[config.mk]
export PLATFORM = sky130hd
export DESIGN_NAME = return_addr_stack
export DESIGN_NICKNAME = d
export VERILOG_FILES = /design/src/rtl/return_addr_stack.sv
export SDC_FILE = /design/constraint.sdc
export NUM_CORES = 1
export LEC_CHECK = 0
export CAP_MARGIN = 20
export CORE_AREA = 2 2 132 134
export DETAILED_ROUTE_END_ITERATION = 10
export DIE_AREA = 0 0 134 136
export HOLD_SLACK_MARGIN = 0.02
export PLACE_DENSITY = 0.68
export SETUP_SLACK_MARGIN = 0.2
export SLEW_MARGIN = 10
export SYNTH_ARGS = -nofsm -noshare
export SYNTH_HDL_FRONTEND = slang
export SYNTH_SLANG_ARGS = --single-unit
[constraint.sdc]
create_clock -name clk -period 3.3 [get_ports clk]
set_input_delay 0.66 -clock clk [delete_from_list [all_inputs] [get_ports clk]]
set_output_delay 0.66 -clock clk [all_outputs]
set_load 0.05 [all_outputs]
[src/rtl/return_addr_stack.sv]
// return_addr_stack: parametrised return-address stack predicting RET targets for nested CALLs
// Ports: clk/reset (async, active-low); push+push_addr on CALL, pop on RET, flush drops all
// entries, clr_err clears sticky flags; top_addr/empty/full/count expose stack state;
// overflow/underflow are sticky error flags.
module return_addr_stack #(
    parameter int ADDR_W   = 16,
    parameter int DEPTH    = 8,
    parameter int OVF_MODE = 0,
    parameter int CNT_W    = $clog2(DEPTH + 1)
) (
    input  logic              clk,
    input  logic              reset,
    input  logic              push,
    input  logic [ADDR_W-1:0] push_addr,
    input  logic              pop,
    input  logic              flush,
    input  logic              clr_err,
    output logic [ADDR_W-1:0] top_addr,
    output logic              empty,
    output logic              full,
    output logic [CNT_W-1:0]  count,
    output logic              overflow,
    output logic              underflow
);
    localparam int PW = $clog2(DEPTH);
    logic [ADDR_W-1:0] mem_q [DEPTH];
    logic [ADDR_W-1:0] mem_d [DEPTH];
    logic [PW-1:0]     wp_q, wp_d, wp_inc, wp_dec;
    logic [CNT_W-1:0]  count_q, count_d;
    logic              ovf_q, ovf_d, unf_q, unf_d;
    logic              repl, pushing, popping;
    always_comb begin
        wp_inc  = (wp_q == PW'(DEPTH - 1)) ? '0 : wp_q + 1'b1;
        wp_dec  = (wp_q == '0) ? PW'(DEPTH - 1) : wp_q - 1'b1;
        empty   = count_q == '0;
        full    = count_q == CNT_W'(DEPTH);
        // push&pop on a non-empty stack rewrites the top entry in place
        repl    = ~flush & push & pop & ~empty;
        pushing = ~flush & push & ~repl & (~full | (OVF_MODE == 0));
        popping = ~flush & pop & ~push & ~empty;
        wp_d    = flush ? '0 : pushing ? wp_inc : popping ? wp_dec : wp_q;
        count_d = flush ? '0 : (pushing & ~full) ? count_q + 1'b1 :
                  popping ? count_q - 1'b1 : count_q;
        ovf_d   = (~flush & push & ~repl & full) | (ovf_q & ~clr_err);
        unf_d   = (~flush & pop & empty) | (unf_q & ~clr_err);
        mem_d   = mem_q;
        if (repl | pushing) mem_d[repl ? wp_dec : wp_q] = push_addr;
    end
    always_ff @(posedge clk or negedge reset) begin
        if (!reset) begin
            mem_q   <= '{default: '0};
            wp_q    <= '0;
            count_q <= '0;
            ovf_q   <= 1'b0;
            unf_q   <= 1'b0;
        end else begin
            mem_q   <= mem_d;
            wp_q    <= wp_d;
            count_q <= count_d;
            ovf_q   <= ovf_d;
            unf_q   <= unf_d;
        end
    end
    assign top_addr  = empty ? '0 : mem_q[wp_dec];
    assign count     = count_q;
    assign overflow  = ovf_q;
    assign underflow = unf_q;
endmodule

==> impl_metrics.csv <==
group,metric,value,unit
run_status,status,"completed",
sta,fin_worst_skew,0.007396,ns
sta,fin_crit,3.020,ns
pwr,peakVddDrop,1099,uV
floorplanning,initial_core_util,49.30,%
final_layout,regArea,3430,sq um
synthesis,synth-seq-area-share,41.21,%
synthesis,ys.flop_type,"dfrtp_1",
critical_path,start_kind,"register",
synthesis,synth-edff-count,0,
sta,worst_slew_pin_slew,0.9412,ns
synthesis,synth_warnings,0,
synthesis,synth-seq-cells,137,
synthesis,syn_area,8319,sq um
floorplanning,design.core.area,16880,sq um
placed_design,place.gp.congestion,0.8185,
clock_tree,numCtsBuffers,17,
synthesis,yosysTopAreaCell,"dfrtp_1",
final_layout,multi_input_area,4569,sq um
final_layout,n_antenna_cell,0,
placed_design,portBuffers,45,
pwr,power_density,1133,nW/um^2
job,max-cap-violations,0,
floorplanning,boundaryPins,46,
pwr,power.total,0.01115,W
synthesis,synth_fp_nets,813,
pwr,leakagePower,3.690,nW
route,drtIter0Drc,765,
global_routing,grt_usage,27.29,%
clock_tree,cts_sinks,137,
sta,slew_headroom,37.25,%
floorplanning,rows,48,
synthesis,synth_area_leaders,"dfrtp_1, nand3_1, mux4_2, a32oi_1, o221ai_1",
global_routing,grt_pass1_vias,7250,
global_routing,grt.overflow.total,0,
clock_tree,clock_path_buffers,2,
global_routing,grt_pass1_wl,38.91,mm
sta,layout_setup_ws,0.2805,ns
sta,finalCritPeriodShare,91.50,%
clock_tree,clk_pin_slew,0.06,ns
sta,setup-tns-final,0,ns
synthesis,synthCells,784,
placed_design,dp_hpwl,14.55,mm
critical_path,endpoint_kind,"output port",
route,drc,0,
sta,hold_violations,0,
floorplanning,die_x,134,um
global_routing,grt_max_degree,89,
synthesis,synth.distinct_cells,51,
critical_path,worstPathRequired,2.64,ns
route,wl,24.07,mm
synthesis,synth_top_area_share,41.21,%
floorplanning,fp.dieH,136,um
synthesis,postSynthAreaPerCell,10.61,sq um
clock_tree,cts_hold_buf,0,
clock_tree,clock-root-buffer,"clkbuf_16",
route,vias_per_cell,7.018,
sta,fmax,331.2,MHz
final_layout,drive_above_1_share,27.53,%
clock_tree,clk-insertion-delay-late,0.43,ns
final_layout,final_nets,808,
hold_path,hp-class,"input pin to async pin",
critical_path,path_class,"register to output port",
final_layout,synthToLayoutAreaGrowth,18.32,%
clock_tree,h-tree-depth,4,
sta,slew_viol_final,0,
global_routing,antenna_found_initial,0,
sta,setup_viol,0,
critical_path,worstPathMaxFanout,9,
floorplanning,dieArea,18220,sq um
route,dr.pass1.iters,6,
placed_design,dp_slack,0.1625,ns
clock_tree,cts_tree,"yes",
route,vias,7137,
critical_path,arrival,2.36,ns
route,post_drt_wl_per_cell,23.67,um
synthesis,async_flop_share,100.0,%
final_layout,final_cells,1017,
sta,rsz0062_at_grt,"true",
placed_design,dp_cells,981,
final_layout,nFillCells,1330,
route,ant_nets,0,
## cells in the final DEF, fill, tap and decap left out, drive strengths merged, types with 2 or more instances in the layout
cell type        n
nand2           36
or4              6
mux2i            7
mux4            27
clkbuf          18
nor3             4
nand2b           2
nor4             2
a32oi           64
mux2            67
inv             11
dfrtp          137
o21ai           10
a21oi           18
o41ai            4
a211oi           3
o311ai           2
buf             54
nor2b           11
o221ai          64
bufinv           5
and2            18
clkdlybuf4s50   26
a22oi            5
a31oi            2
clkinv           7
nor2            15
nor3b            2
and3             4
nand3          138
ha               6
## final timing paths
check | slack [ns] | depth (start not counted) | startpoint | end
worst min register to register | 0.51 | 1 | mem_q[110]$_DFFE_PN0P_ | mem_q[110]$_DFFE_PN0P_
max in group asynchronous | 2.19 | 2 | reset | mem_q[63]$_DFFE_PN0P_
min in group clk | 0.51 | 1 | mem_q[110]$_DFFE_PN0P_ | mem_q[110]$_DFFE_PN0P_
worst max-delay path | 0.28 | 7 | wp_q[1]$_DFFE_PN0P_ | top_addr[14]
worst min-delay path | 0.27 | 1 | reset | underflow$_DFF_PN0_
worst max register to register | 0.57 | 6 | wp_q[0]$_DFFE_PN0P_ | mem_q[69]$_DFFE_PN0P_
## stage by stage
stage / util, % / cell area (sq um) / hold WS (ns)
3_5_place_dp: 54.04 / 9120 / 0.4914
6_report: 58.33 / 9843 / 0.2705
3_3_place_gp: 53.97 / 9109 / 0.4803
5_1_grt: 58.33 / 9843 / 0.3402
2_1_floorplan: - / 8412 / 0.3644
4_1_cts: 58.28 / 9836 / 0.3286
## sequential cells by signal, indices dropped and copies added (netlist names)
register   cells
count          4
mem_q        128
overflow       1
underflow      1
wp_q           3
## layer usage
metal / GRT usage, % / part of all wire [%] / vias up
met2: 42.76 / 47 / 420
met4: 10.70 / 2.6 / 0
met3: 6.562 / 9.1 / 77
li1: - / - / 3076
met1: 36.81 / 41 / 3564
met5: 0 / 0 / -
## what timing repair did
item	in CTS	in global routing
resized for setup	10	4
setup buffers	4	0
setup endpoints to repair	16	9
pin swaps	1	0
cloned	0	0
## synth_stat cells, types with 2 or more instances
cell type	count
nor3_1	4
buf_1	18
nor2b_1	11
mux2_2	37
o221ai_1	64
mux2_4	30
nand2_1	36
o41ai_4	3
clkbuf_1	77
a211oi_1	3
nor4_1	2
and2_0	4
nand3_1	138
and3_1	4
nand2b_1	2
a22oi_1	5
buf_6	6
and2_1	13
inv_1	9
buf_2	5
ha_1	6
a31oi_1	2
nor3b_1	2
a21oi_1	18
a32oi_1	64
mux4_2	27
mux2i_1	7
or4_1	6
o21ai_0	9
dfrtp_1	137
nor2_1	15
## cells by family (layout without fill, tap and decap cells)
family	count (synthesis)	in the layout	share of synthesized area (%)
xor gates and xnor gates	1	1	0.1053
adders and majority gates	7	7	1.143
and+or+nand+nor	242	242	14.72
AOI/OAI and AO/OA	181	181	18.44
buffers and inverters	115	123	5.805
DFF	137	137	41.21
muxes	101	101	18.57
## worst max-delay path, cell delays in order (launching register included)
cell and delay [ns]:
dfrtp_1 0.39, inv_4 0.08, ha_4 0.31, clkinvlp_4 0.16
or4_1 0.54, nand3_1 0.17, a21oi_4 0.07, buf_4 0.20
## cell type report
class | instances | area share, %
tap | 225 | 2.860
sequential | 137 | 34.84
timing repair buffer | 82 | 8.885
clock buffer | 17 | 4.322
multi-input combinational | 532 | 46.42
inverter | 9 | 0.4068
clock inverter | 15 | 2.263
## report_power, final
part           internal (W)  total, W  switching (W)
Clock               0.00134   0.00211       0.000770
Sequential          0.00223   0.00264       0.000405
Combinational       0.00260   0.00640        0.00380
Total               0.00617    0.0111        0.00497
Note: power is estimated with default switching activity, not from simulation.
